$ cat src/rtl/fetch_unit_if.sv
// Signal bundle between the fetch unit, the PC stage, instruction memory and the decode consumer.
// The master modport is the fetch unit's view; slave is the surrounding environment.
interface fetch_unit_if;
    logic [15:0] pc;
    logic        inc;
    logic        flush;
    logic        mem_req;
    logic [15:0] mem_addr;
    logic        mem_ack;
    logic [15:0] mem_rdata;
    logic        instr_valid;
    logic [15:0] instr;
    logic        instr_ready;

    modport master (
        input  pc, flush, mem_ack, mem_rdata, instr_ready,
        output inc, mem_req, mem_addr, instr_valid, instr
    );

    modport slave (
        output pc, flush, mem_ack, mem_rdata, instr_ready,
        input  inc, mem_req, mem_addr, instr_valid, instr
    );
endinterface

$ cat src/rtl/fetch_unit.sv
// Instruction fetch unit: one outstanding memory read at a time, feeding a small circular
// instruction buffer, with branch flush and drop of a read that was in flight at the flush.
module fetch_unit #(
    parameter int DEPTH = 2
) (
    input  logic          clk,
    input  logic          reset,
    fetch_unit_if.master  bus
);
    localparam int PW = $clog2(DEPTH);
    localparam int CW = PW + 1;

    localparam logic [1:0] ST_IDLE = 2'd0;
    localparam logic [1:0] ST_REQ  = 2'd1;
    localparam logic [1:0] ST_UPD  = 2'd2;

    logic [1:0]    state_q, state_d;
    logic          drop_q, drop_d;
    logic          mem_req_q, mem_req_d;
    logic [15:0]   mem_addr_q, mem_addr_d;
    logic          inc_q, inc_d;
    logic [PW-1:0] head_q, head_d;
    logic [PW-1:0] tail_q, tail_d;
    logic [CW-1:0] count_q, count_d;
    logic [15:0]   buf_q [DEPTH];
    logic [15:0]   buf_d [DEPTH];
    logic          push_s;
    logic          pop_s;
    logic          valid_s;

    // Fetch sequencing: issue, wait for ack, then give the PC stage one cycle to increment
    always_comb begin
        state_d    = state_q;
        drop_d     = drop_q;
        mem_req_d  = mem_req_q;
        mem_addr_d = mem_addr_q;
        inc_d      = 1'b0;
        push_s     = 1'b0;
        case (state_q)
            ST_IDLE: begin
                if (!bus.flush && (count_q < CW'(DEPTH))) begin
                    state_d    = ST_REQ;
                    mem_req_d  = 1'b1;
                    mem_addr_d = bus.pc;
                end else begin
                    state_d    = ST_IDLE;
                end
            end
            ST_REQ: begin
                if (bus.mem_ack) begin
                    mem_req_d = 1'b0;
                    drop_d    = 1'b0;
                    // A flush seen at any point of this read makes the word stale
                    if (drop_q || bus.flush) begin
                        state_d = ST_IDLE;
                    end else begin
                        push_s  = 1'b1;
                        inc_d   = 1'b1;
                        state_d = ST_UPD;
                    end
                end else if (bus.flush) begin
                    drop_d = 1'b1;
                end else begin
                    drop_d = drop_q;
                end
            end
            ST_UPD: begin
                state_d = ST_IDLE;
            end
            default: begin
                state_d   = ST_IDLE;
                mem_req_d = 1'b0;
                drop_d    = 1'b0;
            end
        endcase
    end

    // Circular buffer bookkeeping; flush wins over a coincident push or pop
    always_comb begin
        buf_d   = buf_q;
        head_d  = head_q;
        tail_d  = tail_q;
        count_d = count_q;
        pop_s   = (count_q != CW'(0)) && bus.instr_ready;
        if (bus.flush) begin
            head_d  = PW'(0);
            tail_d  = PW'(0);
            count_d = CW'(0);
        end else begin
            if (push_s) begin
                buf_d[tail_q] = bus.mem_rdata;
                tail_d        = tail_q + PW'(1);
            end else begin
                tail_d = tail_q;
            end
            if (pop_s) begin
                head_d = head_q + PW'(1);
            end else begin
                head_d = head_q;
            end
            count_d = count_q + CW'(push_s) - CW'(pop_s);
        end
    end

    // State registers; reset also drops an in-flight request without waiting for clk
    always_ff @(posedge clk or negedge reset) begin
        if (!reset) begin
            state_q    <= ST_IDLE;
            drop_q     <= 1'b0;
            mem_req_q  <= 1'b0;
            mem_addr_q <= 16'h0000;
            inc_q      <= 1'b0;
            head_q     <= PW'(0);
            tail_q     <= PW'(0);
            count_q    <= CW'(0);
            for (int i = 0; i < DEPTH; i++) begin
                buf_q[i] <= 16'h0000;
            end
        end else begin
            state_q    <= state_d;
            drop_q     <= drop_d;
            mem_req_q  <= mem_req_d;
            mem_addr_q <= mem_addr_d;
            inc_q      <= inc_d;
            head_q     <= head_d;
            tail_q     <= tail_d;
            count_q    <= count_d;
            buf_q      <= buf_d;
        end
    end

    assign valid_s         = (count_q != CW'(0));
    assign bus.mem_req     = mem_req_q;
    assign bus.mem_addr    = mem_addr_q;
    // A branch in the increment cycle must not also bump the redirected PC
    assign bus.inc         = inc_q & ~bus.flush;
    assign bus.instr_valid = valid_s;
    assign bus.instr       = valid_s ? buf_q[head_q] : 16'h0000;
endmodule

$ cat src/flat_wrapper.sv
// flat-port wrapper written by rule: the top's interface ports become plain ports
module fetch_unit_flat 
#(
    parameter int DEPTH = 2
)
  (clk, reset, bus_pc, bus_flush, bus_mem_ack, bus_mem_rdata, bus_instr_ready, bus_inc, bus_mem_req, bus_mem_addr, bus_instr_valid, bus_instr);
  fetch_unit_if bus_i ();
  input  logic clk;
  input  logic reset;
  input wire logic [$bits(bus_i.pc)-1:0] bus_pc;
  input wire logic [$bits(bus_i.flush)-1:0] bus_flush;
  input wire logic [$bits(bus_i.mem_ack)-1:0] bus_mem_ack;
  input wire logic [$bits(bus_i.mem_rdata)-1:0] bus_mem_rdata;
  input wire logic [$bits(bus_i.instr_ready)-1:0] bus_instr_ready;
  output wire logic [$bits(bus_i.inc)-1:0] bus_inc;
  output wire logic [$bits(bus_i.mem_req)-1:0] bus_mem_req;
  output wire logic [$bits(bus_i.mem_addr)-1:0] bus_mem_addr;
  output wire logic [$bits(bus_i.instr_valid)-1:0] bus_instr_valid;
  output wire logic [$bits(bus_i.instr)-1:0] bus_instr;
  assign bus_i.pc = bus_pc;
  assign bus_i.flush = bus_flush;
  assign bus_i.mem_ack = bus_mem_ack;
  assign bus_i.mem_rdata = bus_mem_rdata;
  assign bus_i.instr_ready = bus_instr_ready;
  assign bus_inc = bus_i.inc;
  assign bus_mem_req = bus_i.mem_req;
  assign bus_mem_addr = bus_i.mem_addr;
  assign bus_instr_valid = bus_i.instr_valid;
  assign bus_instr = bus_i.instr;
  fetch_unit #(.DEPTH(DEPTH)) u_core (.clk(clk), .reset(reset), .bus(bus_i));
endmodule
$ cat config.mk
export PLATFORM = sky130hd
export DESIGN_NAME = fetch_unit_flat
export DESIGN_NICKNAME = d
export VERILOG_FILES = /design/src/rtl/fetch_unit_if.sv /design/src/rtl/fetch_unit.sv /design/src/flat_wrapper.sv
export SDC_FILE = /design/constraint.sdc
export NUM_CORES = 1
export LEC_CHECK = 0
export BUFFER_PORTS_ARGS = -buffer_cell sky130_fd_sc_hd__clkbuf_2
export CORE_ASPECT_RATIO = 0.8
export CORE_MARGIN = 2
export CORE_UTILIZATION = 46
export CTS_BUF_LIST = sky130_fd_sc_hd__clkbuf_8 sky130_fd_sc_hd__clkbuf_16
export DETAILED_ROUTE_END_ITERATION = 8
export PLACE_DENSITY = 0.74
export SETUP_SLACK_MARGIN = 0.3
export SYNTH_ARGS = -nofsm -noshare
export SYNTH_HDL_FRONTEND = slang
export SYNTH_SLANG_ARGS = --single-unit
$ cat constraint.sdc
create_clock -name clk -period 1.76 [get_ports clk]
set_input_delay 0.088 -clock clk [delete_from_list [all_inputs] [get_ports clk]]
set_output_delay 0.088 -clock clk [all_outputs]
set_load 0.02 [all_outputs]
==> out/qor.txt, run 1 <==
Area Growth Syn to Fin - 50.93%
Final hold vios - 0
Synth Area in Compound Gates - 0.009086
Critical Path, Cell by Cell - and2b_2 > and3_4 > inv_2 > ha_4 > inv_2 > ha_4 > xnor2_2 > nor2_1
Synth Cell Area - 2479 um^2
WS Path Type - reg -> reg
Worst endpoint data arrival time - 1.77 ns
Hold Path Class - in -> reg
Buffers on Ports - 71
Drt drc - 0
Yosys reg bits - 57
Design Area, Final - 3741 um^2
Logic pwr share - 0.456
CTS tree - done
Largest driver fanout on the critical path - 2
Initial core utilization - 0.4866
Post-DP HPWL - 3246 um
Max stage delay cell, worst path - dfrtp_1
Worst-margin pin slew - 0.4835 ns
Routed len/inst - 15.20 um
Vias/cell - 4.978
Largest family of logic cells by synthesized area - multiplexers
Hold Path Stages - 2
RSZ-0062 raised after global routing - yes
Initial antenna violation count - 0
Die X - 86.07 um
Grt total ovfl - 0
Final Max Tran Viols - 0
Max Freq - 0.6449 GHz
FF-to-FF path depth - 8
Sequential cell area - 1429 um^2
Clock sinks - 57
Distinct cells, synth - 22
Post-DP Area - 2984 um^2
Critical path startpoint - u_core.drop_q
Multi-input gate area in the final layout - 1096 um^2
Max VDD drop - 0.0007960 V
Syn_nets - 214
Leak Pwr - 0.001881 uW
Simple-gate share of the synthesized area - 0.08279
Status - completed
Net Sw Power - 2146 uW
PwrDens - 1635 nW/um^2
Cell Rows - 23
CTS H-tree lvls - 3
1st-iter DRT viols - 65
Critical path capture point type - flop
P_int - 3970 uW
Via count - 1847
Fraction of synthesized area in multiplexers - 0.2827
Share of layout cells above drive strength 1 - 0.5437
Switching Share - 0.3508
Final clock skew - 0.003771 ns
Critical R2R Launch - u_core.drop_q
Setup_tns - 0 ns
Max-Cap Viols - 0
Sequential area share after synthesis - 0.5755
Crit-path max cell delay - 0.38 ns
Clock power share - 0.169
Largest net degree at the start of global routing - 40
Filler Cell Count - 336
Adder-Cell Fraction of Synth Area - 0.01010
RD Place Congestion - 0.7202
Clock transition at path regs - 0.06 ns
Clock buffer count from CTS - 9
Mean Syn Cell Area - 14.16 um^2
Nets - 345
Required time of the critical path - 1.98 ns
Flop-to-flop setup slack - 0.21 ns
RR Endpoint - u_core.count_q[1]
Max Buffers Root-to-Sink - 2
Slew headroom - 0.6777
First-pass GRT wire length - 9025 um
Routed WL - 5639 um
CP startpoint kind - flop
CP endpoint - u_core.count_q[1]
Post-route antenna net violation count - 0
I/O pins - 72
CORE AREA - 5094 um^2
Tcrit/Tclk final - 0.8810
Vias in the first global route - 1864
# diodes - 0
Ys Warns - 0
Synthesized instance count - 175
Die area - 5995 um^2
DRT Pass-1 Iters - 4
Die H - 69.66 um
# setup viols final - 0
Sequential Power Share - 0.375
Xor and xnor area share after synthesis - 0.01060
Fin crit period - 1.551 ns
Total track usage - 0.1995
CTS root buf - clkbuf_8
Worst skew pair latency - 0.34 ns
## worst max-delay path, delay by kind of cell (launching register included)
| family | cells | cell delay, ns |
|---|---|---|
| simple gates | 3 | 0.45 |
| flops | 1 | 0.38 |
| fa+ha+maj | 2 | 0.40 |
| xor+xnor | 1 | 0.12 |
| buf+inv | 2 | 0.08 |
## placed cells by master (no fill, tap or decap), drive strengths merged
cell type	n
a21o	1
a21oi	1
and2b	1
and3	2
buf	21
clkbuf	84
dfrtp	57
dlygate4sd3	33
ha	2
inv	7
mux2	48
mux2i	16
nand2b	1
nand4	1
nand4b	1
nor2	24
nor2b	3
nor4	1
o21ai	2
xnor2	1
xor2	2
## power by group through the flow
| stage | logic (uW) | clock network (uW) | registers (uW) |
|---|---|---|---|
| 2_1_floorplan | 1410 | 0 | 2470 |
| 6_report | 2790 | 1030 | 2290 |
| 3_3_place_gp | 2310 | 0 | 2260 |
| 5_1_grt | 2990 | 1120 | 2370 |
| 3_5_place_dp | 2350 | 0 | 2290 |
| 4_1_cts | 2650 | 1060 | 2270 |
## timing repair
action                                 in CTS  in global routing
endpoints found under the hold margin      66                  0
cloned                                      2                  1
resized for setup                          12                 18
hold buffers                               33                  0
pin swaps                                   6                  2
buffers inserted                           11                  2
setup endpoints to repair                  59                 62
## cell type report
| cell class | instances | share of cell area |
|---|---|---|
| sequential | 57 | 0.3819 |
| multi-input combinational | 107 | 0.2930 |
| timing repair buffer | 127 | 0.2569 |
| clock buffer | 11 | 0.04047 |
| tap | 62 | 0.02074 |
| inverter | 4 | 0.004013 |
| clock inverter | 3 | 0.003010 |
## kinds of logic (layout without fill, tap and decap cells)
logic type	Yosys count	after routing
flops	57	57
compound gates	4	4
fa+ha+maj	2	2
mux	64	64
buf+inv	11	145
xor+xnor	3	3
simple gates	34	34
## metal layers
metal	vias up	wire, um	GRT usage
met4	0	82	0.06349
met1	917	2512	0.2481
met3	12	263	0.08333
met5	-	0	0
met2	43	2779	0.3152
li1	875	-	-
## state kept, by name, indices dropped and copies added (netlist names)
register             flops
u_core.buf_q            32
u_core.tail_q            1
u_core.inc_q             1
u_core.count_q           2
u_core.bus.mem_req       1
u_core.bus.mem_addr     16
u_core.state_q           2
u_core.drop_q            1
u_core.head_q            1
## metrics by stage
step,total power (uW),worst slack (ns),hold WS (ns),utilization,cells
floorplan,3878,0.1349,-0.2076,-,175
finish,6116,0.2094,0.08948,0.7345,371
global route,6475,0.1468,0.09548,0.7345,371
global placement,4568,0.1829,0.07529,0.5859,308
detailed placement,4639,0.1275,0.07126,0.5859,308
CTS,5986,0.1987,0.05801,0.7155,368
## worst min-delay path by stage
stage	startpoint	slack (ns)	endpoint
after floorplan	reset	-0.21	u_core.buf_q[0]
after global placement	reset	0.08	u_core.bus.mem_addr[12]
after detailed placement	reset	0.07	u_core.bus.mem_addr[7]
after CTS	bus_flush	0.06	u_core.count_q[1]
after global routing	bus_flush	0.1	u_core.count_q[0]
final	bus_flush	0.09	u_core.count_q[1]
## cells in the mapped netlist, drive strengths merged
cell | instances | area [um^2]
and2b | 1 | 8.760
mux2 | 48 | 540.5
o21ai | 2 | 10.01
nand4b | 1 | 23.77
nor2b | 3 | 18.77
ha | 2 | 25.02
xnor2 | 1 | 8.760
dfrtp | 57 | 1426
nor4 | 1 | 21.27
a21oi | 1 | 5.000
buf | 5 | 50.04
clkbuf | 2 | 7.510
nor2 | 24 | 92.59
mux2i | 16 | 160.2
a21o | 1 | 7.510
xor2 | 2 | 17.52
nand2b | 1 | 6.260
inv | 4 | 15.01
and3 | 2 | 12.51
nand4 | 1 | 21.27
Note: power is estimated with default switching activity, not from simulation.
==> inputs of run 2 (changes only) <==
--- a/config.mk
+++ b/config.mk
@@ -7,9 +7,9 @@
 export LEC_CHECK = 0
 export BUFFER_PORTS_ARGS = -buffer_cell sky130_fd_sc_hd__clkbuf_2
 export CORE_ASPECT_RATIO = 0.8
-export CORE_MARGIN = 2
 export CORE_UTILIZATION = 46
 export CTS_BUF_LIST = sky130_fd_sc_hd__clkbuf_8 sky130_fd_sc_hd__clkbuf_16
+export CTS_CLUSTER_SIZE = 30
 export DETAILED_ROUTE_END_ITERATION = 8
 export PLACE_DENSITY = 0.74
 export SETUP_SLACK_MARGIN = 0.3
==> out/qor.txt, run 2 (same netlist as run 1, synthesis figures left out) <==
Net Sw Power - 2596 uW (+21%)
CP startpoint kind - flop
Critical R2R Launch - u_core.drop_q
Hold Path Stages - 2 (unchanged)
WHS - 0.01221 ns (-0.07727 ns)
Via count - 1907 (+3.2%)
Routed WL - 6780 um (+20%)
FF-to-FF path depth - 7 (-1)
Nets - 344 (-0.29%)
P_int - 4701 uW (+18%)
Max Buffers Root-to-Sink - 2 (unchanged)
Max FFs per register - 32 (unchanged)
Post-DP HPWL - 3259 um (+0.40%)
Critical path capture point type - flop
Final Max Tran Viols - 0 (unchanged)
CTS tree - done
PwrDens - 1781 nW/um^2 (+9.0%)
Grt total ovfl - 0 (unchanged)
I/O pins - 72 (unchanged)
Worst Hold Path EP - u_core.buf_q[31]
Clock sinks - 57 (unchanged)
Final clock skew - 0.01356 ns (+0.009793 ns)
# diodes - 0 (unchanged)
Worst Hold Launch - bus_mem_rdata[15]
Drt drc - 8 (+8)
Leak Pwr - 0.002031 uW (+8.0%)
Clock transition at path regs - 0.07 ns (about the same)
RD Place Congestion - 0.6981 (-3.1%)
Initial antenna violation count - 0 (unchanged)
Max Freq - 0.5991 GHz (-7.1%)
Max-Cap Viols - 0 (unchanged)
Most flop-heavy register - u_core.buf_q
# setup viols final - 0 (unchanged)
Area Growth Syn to Fin - 65.27%
Largest net degree at the start of global routing - 58 (+45%)
Vias/cell - 5.126 (+3.0%)
WS Path Type - reg -> reg
Die H - 67.66 um (-2.9%)
Flop-to-flop setup slack - 0.09 ns (-0.12 ns)
Total track usage - 0.2086 (+0.009040)
Cell Rows - 23 (unchanged)
CTS root buf - clkbuf_8
First-pass GRT wire length - 8638 um (-4.3%)
Buffers on Ports - 71 (unchanged)
DRT Pass-1 Iters - 6 (+2)
Status - finished, violations left
Worst-margin pin slew - 0.3006 ns (-0.1829 ns)
RR Endpoint - u_core.count_q[0]
Die area - 5688 um^2 (-5.1%)
Clock power share - 0.186 (+0.017)
CTS H-tree lvls - 3 (unchanged)
CORE AREA - 5094 um^2 (unchanged)
Post-route antenna net violation count - 0 (unchanged)
Fin crit period - 1.669 ns (+0.1187 ns)
Tcrit/Tclk final - 0.9484 (+0.06742)
Slew headroom - 0.7996 (+0.1219)
Share of layout cells above drive strength 1 - 0.6290 (+0.08534)
Required time of the critical path - 2.01 ns (+0.03 ns)
Max VDD drop - 0.0009090 V (+14%)
RSZ-0062 raised after global routing - yes
Worst skew pair latency - 0.34 ns (about the same)
Setup_tns - 0 ns (unchanged)
Sequential Power Share - 0.329 (-0.046)
Most frequent cells in the layout - 56 x clkbuf_2, 56 x dfrtp_1, 32 x mux2_4
Logic pwr share - 0.485 (+0.029)
Failing checks - DRC
1st-iter DRT viols - 80 (+23%)
Final hold vios - 0 (unchanged)
Clock buffer count from CTS - 9 (unchanged)
Switching Share - 0.3557 (+0.004899)
Hold Path Class - in -> reg
Die X - 84.07 um (-2.3%)
Vias in the first global route - 1813 (-2.7%)
Routed len/inst - 18.23 um (+20%)
Initial core utilization - 0.4866 (unchanged)
Worst endpoint data arrival time - 1.92 ns (+0.15 ns)
Largest driver fanout on the critical path - 2 (unchanged)
run 2: cell count changes in the layout (fill, tap and decap cells not counted), sizes merged:
| cell | previous run | this run |
|---|---|---|
| dlygate4sd3 | 33 | 29 |
| clkbuf | 84 | 72 |
| buf | 21 | 39 |
| bufinv | 0 | 1 |
| inv | 7 | 5 |
run 2: layout make-up:
class / count / area, um^2
Sequential cell: 57 / 1428
Multi-Input combinational cell: 107 / 1282
Timing Repair Buffer: 126 / 1065
Fill cell: 272 / 997.2
Clock buffer: 14 / 192.7
Tap cell: 62 / 77.57
Clock inverter: 2 / 33.78
Inverter: 4 / 17.52
run 2: metal layers:
metal	global-route usage	routed length, um	vias to the layer above
li1	-	-	869
met1	0.2575	2908	969
met2	0.3473	3428	56
met3	0.07335	306	13
met4	0.07112	136	0
met5	0	0	-
run 2: worst max-delay path by stage:
stage,start,endpoint,slack [ns],cells past startpoint
final,u_core.drop_q,u_core.count_q[0],0.09,7
after CTS,u_core.drop_q,u_core.count_q[0],0.21,7
after detailed placement,u_core.drop_q,u_core.count_q[0],0.16,7
after global placement,u_core.drop_q,u_core.count_q[0],0.20,7
after global routing,u_core.drop_q,u_core.count_q[0],0.06,7
after floorplan,u_core.state_q[0],u_core.count_q[0],0.13,7
run 2: worst max-delay path, cell delays in order, from the launching register on:
cell and delay (ns):
dfrtp_1 0.39, and2b_2 0.24, and3_4 0.18, inv_2 0.04
ha_4 0.25, inv_2 0.04, ha_4 0.25, nor2b_1 0.20
run 2: what timing repair did:
item | CTS | global route
hold buffers | 29 | 0
buffers inserted | 6 | 7
cloned | 0 | 4
pin swaps | 3 | 5
endpoints found under the setup margin | 52 | 65
gates resized for setup | 8 | 115
hold endpoints to repair | 90 | 0
run 2: through the flow:
stage                     total power (uW)  instance area (um^2)  cells  setup slack (ns)    util
after floorplan                       3878                  2519    175            0.1349       -
after global placement                4552                  2987    310            0.1974  0.5863
after detailed placement              4641                  2987    310            0.1556  0.5863
after CTS                             6161                  3615    361            0.2113  0.7097
after global routing                  7636                  4096    372           0.06103  0.8042
final                                 7297                  4096    372           0.09075  0.8042
run 2: power groups by stage:
stage / combinational [uW] / clock (uW) / sequential, uW
6_report: 3540 / 1360 / 2400
4_1_cts: 2510 / 1370 / 2280
2_1_floorplan: 1410 / 0 / 2470
5_1_grt: 3730 / 1440 / 2460
3_5_place_dp: 2350 / 0 / 2290
3_3_place_gp: 2300 / 0 / 2260
==> inputs of run 3 (changes only) <==
--- a/config.mk
+++ b/config.mk
@@ -7,11 +7,12 @@
 export LEC_CHECK = 0
 export BUFFER_PORTS_ARGS = -buffer_cell sky130_fd_sc_hd__clkbuf_2
 export CORE_ASPECT_RATIO = 0.8
-export CORE_UTILIZATION = 46
-export CTS_BUF_LIST = sky130_fd_sc_hd__clkbuf_8 sky130_fd_sc_hd__clkbuf_16
+export CORE_UTILIZATION = 48
+export CTS_BUF_LIST = sky130_fd_sc_hd__clkbuf_4 sky130_fd_sc_hd__clkbuf_8
 export CTS_CLUSTER_SIZE = 30
 export DETAILED_ROUTE_END_ITERATION = 8
-export PLACE_DENSITY = 0.74
+export GPL_TIMING_DRIVEN = 0
+export PLACE_DENSITY = 0.77
 export SETUP_SLACK_MARGIN = 0.3
 export SYNTH_ARGS = -nofsm -noshare
 export SYNTH_HDL_FRONTEND = slang
==> out/qor.txt, run 3 (same netlist as run 1, synthesis figures left out) <==
Sequential Power Share - 0.349 (+0.020)
Crit-path max cell delay - 0.38 ns (about the same)
CTS tree - done
Required time of the critical path - 2.02 ns (about the same)
Hold Path Class - in -> reg
Final Max Tran Viols - 0 (unchanged)
RD Place Congestion - 0.7002 (+0.30%)
Critical path capture point type - flop
Most flop-heavy register - u_core.buf_q
FF-to-FF path depth - 8 (+1)
Fin util - 0.8303 (+0.02604)
Failing checks - hold timing
Die H - 66.28 um (-2.0%)
Clock buffer count from CTS - 9 (unchanged)
# diodes - 0 (unchanged)
Cell Rows - 22 (-4.3%)
Final clock skew - 0.008065 ns (-0.005499 ns)
Worst-margin pin slew - 0.7626 ns (+0.4620 ns)
Worst endpoint data arrival time - 1.89 ns (-0.03 ns)
WHS - -0.02135 ns (-0.03356 ns)
Drt drc - 0 (-8)
CP startpoint kind - flop
P_int - 4362 uW (-7.2%)
Clock power share - 0.185 (about the same)
Slew headroom - 0.4916 (-0.3080)
Die X - 82.34 um (-2.1%)
Share of layout cells above drive strength 1 - 0.5665 (-0.06258)
Max Buffers Root-to-Sink - 2 (unchanged)
Crit path max-delay family - simple AND/OR/NAND/NOR gates
Flop-to-flop setup slack - 0.13 ns (+0.04 ns)
RR Endpoint - u_core.count_q[1]
Sequential cell area - 1429 um^2 (about the same)
Max Freq - 0.6146 GHz (+2.6%)
Levels on crit path - 8 (+1)
Routed WL - 6647 um (-2.0%)
Clock transition at path regs - 0.06 ns (about the same)
Final hold vios - 3 (+3)
RSZ-0062 raised after global routing - yes
Largest driver fanout on the critical path - 2 (unchanged)
Max FFs per register - 32 (unchanged)
Critical path startpoint - u_core.drop_q
Placed insts - 305 (-1.6%)
Critical Path, Cell by Cell - and2b_2 > and3_4 > inv_4 > ha_4 > inv_2 > ha_4 > xnor2_2 > nor2_1
Net Sw Power - 2306 uW (-11%)
Critical R2R Launch - u_core.drop_q
Cell Count, Final, Fillers Out - 376 (+1.1%)
# setup viols final - 0 (unchanged)
Vias/cell - 5.229 (+2.0%)
WS Path Type - reg -> reg
Via count - 1966 (+3.1%)
Most used cell, CP - ha_4
1st-iter DRT viols - 74 (-7.5%)
CORE AREA - 4762 um^2 (-6.5%)
Buffers on Ports - 70 (-1.4%)
Max-Cap Viols - 0 (unchanged)
Post-DP HPWL - 3131 um (-3.9%)
Grt total ovfl - 0 (unchanged)
Status - finished, violations left
Die area - 5457 um^2 (-4.1%)
Max stage delay cell, worst path - dfrtp_1
Routed len/inst - 17.68 um (-3.0%)
Count of hold-fix buffers inserted at cts - 33 (+14%)
Worst slack, placed - -0.01556 ns (-0.1711 ns)
I/O pins - 72 (unchanged)
Initial antenna violation count - 0 (unchanged)
CTS H-tree lvls - 3 (unchanged)
First-pass GRT wire length - 9349 um (+8.2%)
Area Growth Syn to Fin - 59.52%
Largest net degree at the start of global routing - 58 (unchanged)
DRT Pass-1 Iters - 4 (-2)
Leak Pwr - 0.002012 uW (-0.92%)
Worst skew pair latency - 0.34 ns (about the same)
Filler Cell Count - 243 (-11%)
Most frequent cells in the layout - 55 x dfrtp_1, 53 x clkbuf_2, 33 x dlygate4sd3_1
Total track usage - 0.2458 (+0.03723)
Tcrit/Tclk final - 0.9245 (-0.02390)
WP buf/inv - 2 (unchanged)
CP endpoint - u_core.count_q[1]
PwrDens - 1686 nW/um^2 (-5.3%)
Vias in the first global route - 1949 (+7.5%)
Most common cell after layout, fill and taps aside - dfrtp_1
Post-route antenna net violation count - 0 (unchanged)
Logic pwr share - 0.466 (-0.019)
Final worst-path setup slack - 0.1328 ns (+0.04206 ns)
Fin crit period - 1.627 ns (-0.04206 ns)
Initial core utilization - 0.5205 (+0.03388)
CTS root buf - clkbuf_8
Clock sinks - 57 (unchanged)
Switching Share - 0.3458 (-0.009911)
Nets - 350 (+1.7%)
Max VDD drop - 0.001040 V (+14%)
Multi-input gate area in the final layout - 1150 um^2 (-10%)
==> run 3: worst min path at each step <==
stage	startpoint	end	slack, ns	cells past startpoint
6_report	bus_flush	u_core.count_q[0]	-0.02	2
5_1_grt	bus_flush	u_core.count_q[0]	-0.04	2
3_3_place_gp	bus_flush	u_core.count_q[1]	0.31	2
2_1_floorplan	reset	u_core.buf_q[0]	-0.21	0
4_1_cts	bus_flush	u_core.count_q[1]	-0.06	2
3_5_place_dp	reset	u_core.bus.mem_addr[5]	0.23	1
==> run 3: cell type report <==
cell class	count	share of cell area
Tap cell	60	0.01899
Inverter	4	0.004430
Sequential cell	57	0.3614
Buffer	7	0.02563
Clock inverter	3	0.01013
Timing Repair Buffer	125	0.2481
Clock buffer	13	0.04051
Multi-Input combinational cell	107	0.2908
==> run 3: what timing repair did <==
action | CTS | global route
cloned | 2 | 1
gates resized for setup | 40 | 48
endpoints found under the hold margin | 107 | 3
pin swaps | 8 | 7
setup buffers | 14 | 5
setup endpoints to repair | 56 | 66
==> run 3: power groups by stage <==
stage / clock network, uW / registers (uW) / logic [uW]
2_1_floorplan: 0 / 2470 / 1410
5_1_grt: 1330 / 2400 / 3300
3_3_place_gp: 0 / 2250 / 2220
6_report: 1230 / 2330 / 3110
4_1_cts: 1250 / 2260 / 2700
3_5_place_dp: 0 / 2280 / 2260
==> run 3: metal layers <==
layer / global-route usage / vias up / part of all wire
li1: - / 881 / -
met1: 0.2949 / 987 / 0.40
met5: 0 / - / 0
met4: 0.1162 / 0 / 0.034
met3: 0.09793 / 24 / 0.060
met2: 0.3843 / 74 / 0.50
==> run 3: per-stage QoR <==
stage | setup TNS [ns] | total power [uW] | hold WS, ns | area (um^2)
2_1_floorplan | 0 | 3878 | -0.2076 | 2519
3_3_place_gp | -0.02100 | 4468 | 0.3088 | 2944
3_5_place_dp | -0.06866 | 4541 | 0.2309 | 2947
4_1_cts | 0 | 6216 | -0.06214 | 3780
5_1_grt | 0 | 7024 | -0.04009 | 3954
6_report | 0 | 6667 | -0.02135 | 3954
